## src/rtl/oven_ctrl_if.sv

```systemverilog
// Front-panel / setpoint / display bundle between the oven timer datapath and oven_ctrl.
// The master side drives keys, door and setpoint; the controller is the slave.
interface oven_ctrl_if;
    logic       key_start;
    logic       key_stop;
    logic       door_open;
    logic [5:0] set_min;
    logic [5:0] set_sec;
    logic [5:0] rem_min;
    logic [5:0] rem_sec;
    logic [1:0] state;
    logic       heater_en;
    logic       lamp;
    logic       beep;
    logic       done;

    modport master (
        output key_start, key_stop, door_open, set_min, set_sec,
        input  rem_min, rem_sec, state, heater_en, lamp, beep, done
    );

    modport slave (
        input  key_start, key_stop, door_open, set_min, set_sec,
        output rem_min, rem_sec, state, heater_en, lamp, beep, done
    );
endinterface

```

## src/rtl/oven_ctrl.sv

```systemverilog
// Cook-cycle controller: IDLE/COOK/PAUSE/DONE sequencing, 1 Hz countdown of the
// remaining time, and registered heater/lamp/beeper drive.
module oven_ctrl #(
    parameter int TICK_DIV  = 50000000,
    parameter int BEEP_SECS = 3
) (
    input  logic        clk,
    input  logic        rst_n,
    oven_ctrl_if.slave  bus
);
    localparam int TW = (TICK_DIV  > 1) ? $clog2(TICK_DIV)  : 1;
    localparam int BW = (BEEP_SECS > 1) ? $clog2(BEEP_SECS) : 1;
    localparam logic [TW-1:0] TICK_LAST = TW'(TICK_DIV - 1);
    localparam logic [BW-1:0] BSEC_LAST = BW'(BEEP_SECS - 1);

    localparam logic [1:0] S_IDLE  = 2'b00;
    localparam logic [1:0] S_COOK  = 2'b01;
    localparam logic [1:0] S_PAUSE = 2'b10;
    localparam logic [1:0] S_DONE  = 2'b11;

    logic          r_start_s1, r_start_s2, r_start_d;
    logic          r_stop_s1,  r_stop_s2,  r_stop_d;
    logic          r_door_s1,  r_door_s2;
    logic [1:0]    r_state;
    logic [TW-1:0] r_tick;
    logic [BW-1:0] r_bsec;
    logic [5:0]    r_min, r_sec;
    logic          r_heater, r_lamp, r_beep, r_done;

    logic          w_start_ev, w_stop_ev;
    logic [5:0]    w_min_c, w_sec_c;
    logic          w_set_zero, w_tick_wrap;
    logic [1:0]    w_state_nxt;
    logic [TW-1:0] w_tick_nxt;
    logic [BW-1:0] w_bsec_nxt;
    logic [5:0]    w_min_nxt, w_sec_nxt;
    logic          w_done_nxt;

    // Keys are active-low: a press is a 1->0 transition of the synchronized level,
    // so a held key yields one event. Sync flops clear to 0 so reset release never
    // looks like a press.
    assign w_start_ev  = r_start_d & ~r_start_s2;
    assign w_stop_ev   = r_stop_d  & ~r_stop_s2;

    assign w_min_c     = (bus.set_min > 6'd59) ? 6'd59 : bus.set_min;
    assign w_sec_c     = (bus.set_sec > 6'd59) ? 6'd59 : bus.set_sec;
    assign w_set_zero  = (w_min_c == 6'd0) && (w_sec_c == 6'd0);
    assign w_tick_wrap = (r_tick == TICK_LAST);

    always_comb begin
        w_state_nxt = r_state;
        w_tick_nxt  = r_tick;
        w_bsec_nxt  = r_bsec;
        w_min_nxt   = r_min;
        w_sec_nxt   = r_sec;
        w_done_nxt  = 1'b0;
        case (r_state)
            S_IDLE: begin
                w_min_nxt = w_min_c;
                w_sec_nxt = w_sec_c;
                if (w_start_ev && !w_stop_ev && !r_door_s2 && !w_set_zero) begin
                    w_state_nxt = S_COOK;
                    w_tick_nxt  = '0;
                end
            end
            S_COOK: begin
                // Stop/door win over a coincident tick: time and tick counter hold.
                if (w_stop_ev || r_door_s2) begin
                    w_state_nxt = S_PAUSE;
                end else if (w_tick_wrap) begin
                    w_tick_nxt = '0;
                    if (r_sec != 6'd0) begin
                        w_sec_nxt = r_sec - 6'd1;
                    end else if (r_min != 6'd0) begin
                        w_sec_nxt = 6'd59;
                        w_min_nxt = r_min - 6'd1;
                    end
                    if (r_min == 6'd0 && r_sec <= 6'd1) begin
                        w_state_nxt = S_DONE;
                        w_done_nxt  = 1'b1;
                        w_bsec_nxt  = '0;
                    end
                end else begin
                    w_tick_nxt = r_tick + 1'b1;
                end
            end
            S_PAUSE: begin
                if (w_stop_ev)
                    w_state_nxt = S_IDLE;
                else if (w_start_ev && !r_door_s2)
                    w_state_nxt = S_COOK;
            end
            default: begin
                // DONE reuses the tick counter to time the beeper seconds.
                if (w_stop_ev || r_door_s2) begin
                    w_state_nxt = S_IDLE;
                end else if (w_tick_wrap) begin
                    w_tick_nxt = '0;
                    if (r_bsec == BSEC_LAST)
                        w_state_nxt = S_IDLE;
                    else
                        w_bsec_nxt = r_bsec + 1'b1;
                end else begin
                    w_tick_nxt = r_tick + 1'b1;
                end
            end
        endcase
    end

    always_ff @(posedge clk) begin
        if (!rst_n) begin
            r_start_s1 <= 1'b0;
            r_start_s2 <= 1'b0;
            r_start_d  <= 1'b0;
            r_stop_s1  <= 1'b0;
            r_stop_s2  <= 1'b0;
            r_stop_d   <= 1'b0;
            r_door_s1  <= 1'b0;
            r_door_s2  <= 1'b0;
            r_state    <= S_IDLE;
            r_tick     <= '0;
            r_bsec     <= '0;
            r_min      <= 6'd0;
            r_sec      <= 6'd0;
            r_heater   <= 1'b0;
            r_lamp     <= 1'b0;
            r_beep     <= 1'b0;
            r_done     <= 1'b0;
        end else begin
            r_start_s1 <= bus.key_start;
            r_start_s2 <= r_start_s1;
            r_start_d  <= r_start_s2;
            r_stop_s1  <= bus.key_stop;
            r_stop_s2  <= r_stop_s1;
            r_stop_d   <= r_stop_s2;
            r_door_s1  <= bus.door_open;
            r_door_s2  <= r_door_s1;
            r_state    <= w_state_nxt;
            r_tick     <= w_tick_nxt;
            r_bsec     <= w_bsec_nxt;
            r_min      <= w_min_nxt;
            r_sec      <= w_sec_nxt;
            r_heater   <= (w_state_nxt == S_COOK);
            r_lamp     <= (w_state_nxt == S_COOK) | r_door_s2;
            r_beep     <= (w_state_nxt == S_DONE);
            r_done     <= w_done_nxt;
        end
    end

    assign bus.state     = r_state;
    assign bus.rem_min   = r_min;
    assign bus.rem_sec   = r_sec;
    assign bus.heater_en = r_heater;
    assign bus.lamp      = r_lamp;
    assign bus.beep      = r_beep;
    assign bus.done      = r_done;
endmodule

```

## src/flat_wrapper.sv

```systemverilog
// flat-port wrapper written by rule: the top's interface ports become plain ports
module oven_ctrl_flat 
#(
    parameter int TICK_DIV  = 50000000,
    parameter int BEEP_SECS = 3
)
  (clk, rst_n, bus_key_start, bus_key_stop, bus_door_open, bus_set_min, bus_set_sec, bus_rem_min, bus_rem_sec, bus_state, bus_heater_en, bus_lamp, bus_beep, bus_done);
  oven_ctrl_if bus_i ();
  input  logic clk;
  input  logic rst_n;
  input wire logic [$bits(bus_i.key_start)-1:0] bus_key_start;
  input wire logic [$bits(bus_i.key_stop)-1:0] bus_key_stop;
  input wire logic [$bits(bus_i.door_open)-1:0] bus_door_open;
  input wire logic [$bits(bus_i.set_min)-1:0] bus_set_min;
  input wire logic [$bits(bus_i.set_sec)-1:0] bus_set_sec;
  output wire logic [$bits(bus_i.rem_min)-1:0] bus_rem_min;
  output wire logic [$bits(bus_i.rem_sec)-1:0] bus_rem_sec;
  output wire logic [$bits(bus_i.state)-1:0] bus_state;
  output wire logic [$bits(bus_i.heater_en)-1:0] bus_heater_en;
  output wire logic [$bits(bus_i.lamp)-1:0] bus_lamp;
  output wire logic [$bits(bus_i.beep)-1:0] bus_beep;
  output wire logic [$bits(bus_i.done)-1:0] bus_done;
  assign bus_i.key_start = bus_key_start;
  assign bus_i.key_stop = bus_key_stop;
  assign bus_i.door_open = bus_door_open;
  assign bus_i.set_min = bus_set_min;
  assign bus_i.set_sec = bus_set_sec;
  assign bus_rem_min = bus_i.rem_min;
  assign bus_rem_sec = bus_i.rem_sec;
  assign bus_state = bus_i.state;
  assign bus_heater_en = bus_i.heater_en;
  assign bus_lamp = bus_i.lamp;
  assign bus_beep = bus_i.beep;
  assign bus_done = bus_i.done;
  oven_ctrl #(.TICK_DIV(TICK_DIV), .BEEP_SECS(BEEP_SECS)) u_core (.clk(clk), .rst_n(rst_n), .bus(bus_i));
endmodule
```

## config.mk

```make
export PLATFORM = sky130hd
export DESIGN_NAME = oven_ctrl_flat
export DESIGN_NICKNAME = d
export VERILOG_FILES = /design/src/rtl/oven_ctrl_if.sv /design/src/rtl/oven_ctrl.sv /design/src/flat_wrapper.sv
export SDC_FILE = /design/constraint.sdc
export NUM_CORES = 1
export LEC_CHECK = 0
export ABC_AREA = 0
export ABC_CLOCK_PERIOD_IN_PS = 5000
export CAP_MARGIN = 20
export CORE_ASPECT_RATIO = 0.7
export CORE_MARGIN = 5
export CORE_UTILIZATION = 46
export DETAILED_ROUTE_END_ITERATION = 12
export HOLD_SLACK_MARGIN = 0.05
export PLACE_DENSITY_LB_ADDON = 0.05
export SLEW_MARGIN = 20
export SYNTH_ARGS = -nofsm -noshare
export SYNTH_HDL_FRONTEND = slang
export SYNTH_SLANG_ARGS = --single-unit
export TNS_END_PERCENT = 50
```

## constraint.sdc

```tcl
create_clock -name clk -period 5 [get_ports clk]
set_input_delay 1 -clock clk [delete_from_list [all_inputs] [get_ports clk]]
set_output_delay 1 -clock clk [all_outputs]
set_load 0.02 [all_outputs]
```

Word-level counts from Yosys, hierarchy flattened
Index checks and enable logic that the tools add are counted.
- memories: 0
- input port bits: 17
- word-level logic and storage cells: 107
- flip-flop bits (word level): 54
- bits in latches: 0
- ROM bits: 0
- memory bits (writable): 0
- equality and inequality tests: 15
- add/subtract/negate cells: 4
- reduce and logical (&&, ||, !) cells: 23
- magnitude comparators: 3
- bitwise gates (word level): 11
- shift-type cells: 0
- div/mod/pow operators: 0
- muxes and demuxes: 34
- multiply operators: 0
- operators by type and width (operator ; number):
    2-to-1 mux 26 bit ; 3
    2-to-1 mux 6 bit ; 10
    one-hot mux 26 bit (2 select lines) ; 1
    2-to-1 mux 2 bit ; 15
    adder 26 x 1 -> 26 bit, second input constant ; 1
    == test 26 bit, second input constant ; 1
    one-hot mux 6 bit (2 select lines) ; 2
    zero test 6 bit ; 3
    > comparator 6 bit, second input constant ; 2
    nonzero test 6 bit ; 2
    subtractor 6 x 1 -> 6 bit, second input constant ; 2
    AND reduction 5 bit ; 2
    inequality test 2 x 1 -> 1 bit, second input constant ; 4
    inequality test 2 bit, second input constant ; 4
    inverter 1 bit ; 8
    == test 2 bit, second input constant ; 3
    less-or-equal comparator 6 x 1 -> 1 bit, second input constant ; 1
    logical AND 1 bit ; 6
    one-hot mux 2 bit (3 select lines) ; 1
    == test 2 x 1 -> 1 bit, second input constant ; 2
    one-hot mux 2 bit (2 select lines) ; 1
    AND reduction 4 bit ; 1
    OR reduction 4 bit ; 1
    zero test 1 bit ; 3
    10 further kinds ; 11

Longest topological paths before layout
- word-level depth: 10
- gate-level depth with buffers: 7
- gate-level depth less buffers: 7

Worst setup path before layout
OpenSTA, ideal clock, no wires.
- path type: input to register
- start: in bus_set_min[4]
- end: reg u_core.r_tick[13]
- required time: 4.885 ns
- arrival time: 2.446 ns
- buffers on the path: 1
- stages on the path: 6
- setup time: 0.115 ns
- slack: 2.439 ns
- cell sequence: nor4_1 a311oi_4 o211ai_2 buf_2 nor3_1 o21ba_2
- longest elaborated chain between the ends: 8
- RTL lines (what ; line ; text):
    from (decl) ; flat_wrapper.sv:14 ; input wire logic [$bits(bus_i.set_min)-1:0] bus_set_min;
    > comparator 6 bit ; oven_ctrl.sv:45 ; assign w_min_c = (bus.set_min > 6'd59) ? 6'd59 : bus.set_min;
    2-to-1 mux 6 bit (*) ; oven_ctrl.sv:45 ;
    zero test 6 bit (*) ; oven_ctrl.sv:47 ; assign w_set_zero = (w_min_c == 6'd0) && (w_sec_c == 6'd0);
    logical AND 1 bit (*) ; oven_ctrl.sv:47 ;
    zero test 1 bit (*) ; oven_ctrl.sv:61 ; if (w_start_ev && !w_stop_ev && !r_door_s2 && !w_set_zero) begin
    logical AND 1 bit (*) ; oven_ctrl.sv:61 ;
    inequality test 2 x 1 -> 1 bit (no source line) (*) ; n/a ;
    AND reduction 3 bit (no source line) (*) ; n/a ;
    to (signal assigned) ; oven_ctrl.sv:139 ; r_tick <= w_tick_nxt;
    to (decl) ; oven_ctrl.sv:25 ; logic [TW-1:0] r_tick;
Every way passes the cells marked *; elsewhere a longest branch is shown, timed or not.
A chain may end at the register's enable or synchronous reset.

Final worst setup path
- start: in bus_set_min[4]
- end: reg u_core.r_tick[9]
The elaborated chain is that of the path after synthesis.

==> impl_metrics.env <==
export IMPL_areaGrowthSynthToFinish_pct=17.2
export IMPL_post_cts_buffers=0
export IMPL_io_pin_count=35
export IMPL_ys_seq_area_frac=0.377
export IMPL_routed_wl_um=7340
export IMPL_diodes=0
export IMPL_p_per_area_nw_per_um2=248
export IMPL_num_nets_final=399
export IMPL_cts_tree="done"
export IMPL_fin_crit_ns=3.42
export IMPL_dr_pass1_iters=5
export IMPL_final_setup_tns_ns=0
export IMPL_whs_ns=0.444
export IMPL_cts_path_max_buffers=2
export IMPL_antenna_left=0
export IMPL_crit_fanout=18
export IMPL_max_stage_delay_ns=0.61
export IMPL_hpwl_um=5410
export IMPL_finalHoldViolations=0
export IMPL_fp_coreArea_um2=6130
export IMPL_vdd_drop_max_mv=0.136
export IMPL_synth_area_um2=2870
export IMPL_internal_power_w=0.000595
export IMPL_portBuffers=34
export IMPL_hold_depth=1
export IMPL_die_area_um2=7930
export IMPL_max_slew_margin_rel=0.414
export IMPL_clock_skew_ns=0.00697
export IMPL_setup_viol=0
export IMPL_cts_root_buf="clkbuf_8"
export IMPL_post_route_util=0.548
export IMPL_drc_errors=0
export IMPL_grt_pass1_wl_um=12300
export IMPL_path_class="in -> reg"
export IMPL_synth_nets=371
export IMPL_ys_seq_elements=54
export IMPL_drive_gt1_frac=0.0584
export IMPL_fp_row_count=24
export IMPL_ff2ff_path_depth=7
export IMPL_synth_top_area_share=0.377
export IMPL_pwr_share_seq=0.546
export IMPL_cp_slowest_cell="nor4_1"
export IMPL_clk_pin_slew_worst_paths_ns=0.11
export IMPL_synth_area_leaders="dfxtp_1 38%, nand2_1 4.8%, a21oi_1 3.3%"
export IMPL_synth_largest_area_cell="dfxtp_1"
export IMPL_postSynthAreaPerCell_um2=8.23
export IMPL_yosys_area_share_simple=0.299
export IMPL_cp_end_kind="register"
export IMPL_start_util=0.468
export IMPL_synth_edf_count=0
export IMPL_cts_sinks=54
export IMPL_place_congestion=0.859
export IMPL_ys_types=54
export IMPL_fmax_ghz=0.292
export IMPL_fp_dieW_um=104
export IMPL_cp_required_ns=5.25
export IMPL_cts_hold_buf=0
export IMPL_slew_viol_final=0
export IMPL_start_kind="primary input"
export IMPL_grt_max_degree=26
export IMPL_num_vias=2743
export IMPL_mostFrequentLayoutCells="54 x dfxtp_1, 37 x nand2_1, 34 x clkdlybuf4s50_1"
export IMPL_grt_overflow_total=0
export IMPL_wl_per_cell_um=16.1
export IMPL_grt_setup_unrepaired="no"
export IMPL_antenna_found_initial=0
export IMPL_min_path_type="reg -> reg"
export IMPL_clk_latency_ns=0.32
export IMPL_layout_worst_path_cycle_share=0.685
export IMPL_synthMuxAreaShare=0.0245
export IMPL_numCtsBuffers=5
export IMPL_clkPwrFrac=0.319
export IMPL_outcome="finished clean"
export IMPL_nFillCells=583
export IMPL_path_cells="clkdlybuf4s50_1, nor4_1, a311oi_4, o21ai_2, o21ai_1, buf_4, a21oi_1"
export IMPL_mostFrequentLayoutCell="dfxtp_1"
export IMPL_cts_resized=0
export IMPL_leakagePower_nw=1.15
export IMPL_h_tree_depth=2
export IMPL_synth_cells=348
export IMPL_worstMarginPinSlew_ns=0.878
export IMPL_drtIter0Drc=217
export IMPL_synth_top_family_by_area="simple AND/OR/NAND/NOR gates"
export IMPL_swShare=0.285
export IMPL_drv_cap=0
export IMPL_switching_power_w=0.000237
export IMPL_yosysWarnings=0
export IMPL_power_share_combinational=0.134
export IMPL_synth_adder_area_share=0.0262
export IMPL_die_height_um=76.0
export IMPL_grt_pass1_vias=2476
export IMPL_ys_flop_type="dfxtp_1"
export IMPL_viasPerCell=6.03
export IMPL_synth_xor_area_frac=0.0245
export IMPL_arrival_ns=3.68
export IMPL_synth_async_reset_ratio=0
export IMPL_gr_usage_all_layers=0.185
export IMPL_synth_compound_area_share=0.210
metrics by stage:
step / power [W] / worst slack (ns) / instance area, um2 / instances
5_1_grt: 0.000871 / 1.42 / 3360 / 455
6_report: 0.000832 / 1.58 / 3360 / 455
3_3_place_gp: 0.000575 / 1.37 / 3260 / 447
2_1_floorplan: 0.000526 / 2.44 / 2870 / 348
3_5_place_dp: 0.000576 / 1.25 / 3260 / 447
4_1_cts: 0.000843 / 1.60 / 3360 / 455
cells by family after synthesis:
| logic type | after synthesis |
|---|---|
| AND/OR/NAND/NOR | 159 |
| AO/OA/AOI/OAI | 86 |
| flip-flops | 54 |
| buffers and inverters | 28 |
| XOR/XNOR | 8 |
| multiplexers | 7 |
| adder cells (fa/ha/maj) | 6 |
registers in the layout, indices dropped and copies added (netlist names):
signal / cells
u_core.r_bsec: 2
u_core.r_stop_s1: 1
u_core.bus.done: 1
u_core.r_door_s2: 1
u_core.r_start_s1: 1
u_core.r_stop_d: 1
u_core.bus.heater_en: 1
u_core.bus.rem_sec: 6
u_core.r_door_s1: 1
u_core.bus.lamp: 1
u_core.r_tick: 26
u_core.bus.rem_min: 6
u_core.r_start_s2: 1
u_core.bus.state: 2
u_core.r_stop_s2: 1
u_core.r_start_d: 1
u_core.bus.beep: 1
final timing paths:
path                    start               end  slack, ns
min          u_core.r_door_s1  u_core.r_door_s2       0.44
max            bus_set_min[4]  u_core.r_tick[9]       1.58
min reg2reg  u_core.r_door_s1  u_core.r_door_s2       0.44
max reg2reg  u_core.r_tick[0]  u_core.r_tick[9]       2.47
final cells by class:
type | count | area, um2 | share of cell area
tap | 78 | 97.6 | 0.0291
clock buffer | 5 | 68.8 | 0.0205
inverter | 12 | 45.0 | 0.0134
multi-input combinational | 266 | 1680 | 0.499
timing repair buffer | 37 | 363 | 0.108
sequential | 54 | 1080 | 0.322
clock inverter | 3 | 28.8 | 0.00857
per-layer routing:
layer	part of all wire	wire length (um)	track usage
met1	0.53	3860	0.281
met2	0.40	2950	0.256
met3	0.061	447	0.0415
met4	0.012	89	0.0608
met5	0	0	0
power groups by stage:
| stage | sequential [W] | combinational (W) | clock [W] |
|---|---|---|---|
| floorplan | 0.000470 | 0.0000561 | 0 |
| global placement | 0.000464 | 0.000111 | 0 |
| detailed placement | 0.000465 | 0.000111 | 0 |
| CTS | 0.000455 | 0.000112 | 0.000276 |
| global route | 0.000457 | 0.000122 | 0.000291 |
| finish | 0.000455 | 0.000112 | 0.000266 |
cells in the mapped netlist, types with 3 or more instances:
cell,instances
nand2b_1,3
o211ai_1,5
nor2_1,20
dfxtp_1,54
or4_1,8
or3_1,14
xor2_1,7
ha_1,6
o2111ai_1,3
and2_1,12
nor4_1,9
inv_1,12
and4_1,3
clkbuf_1,13
nand4_1,8
nor3_1,10
buf_2,3
o31ai_1,11
mux2i_1,7
and3_1,3
nor3b_1,3
nand2_1,37
a21oi_1,19
o21ai_0,15
nand3_1,19
o22ai_1,8
nor2b_1,3
critical path, delay by kind of cell:
family                 cells  cell delay [ns]
AOI/OAI and AO/OA          4             1.30
buffers and inverters      2             0.77
and+or+nand+nor            1             0.61
Note: power is estimated with default switching activity, not from simulation.
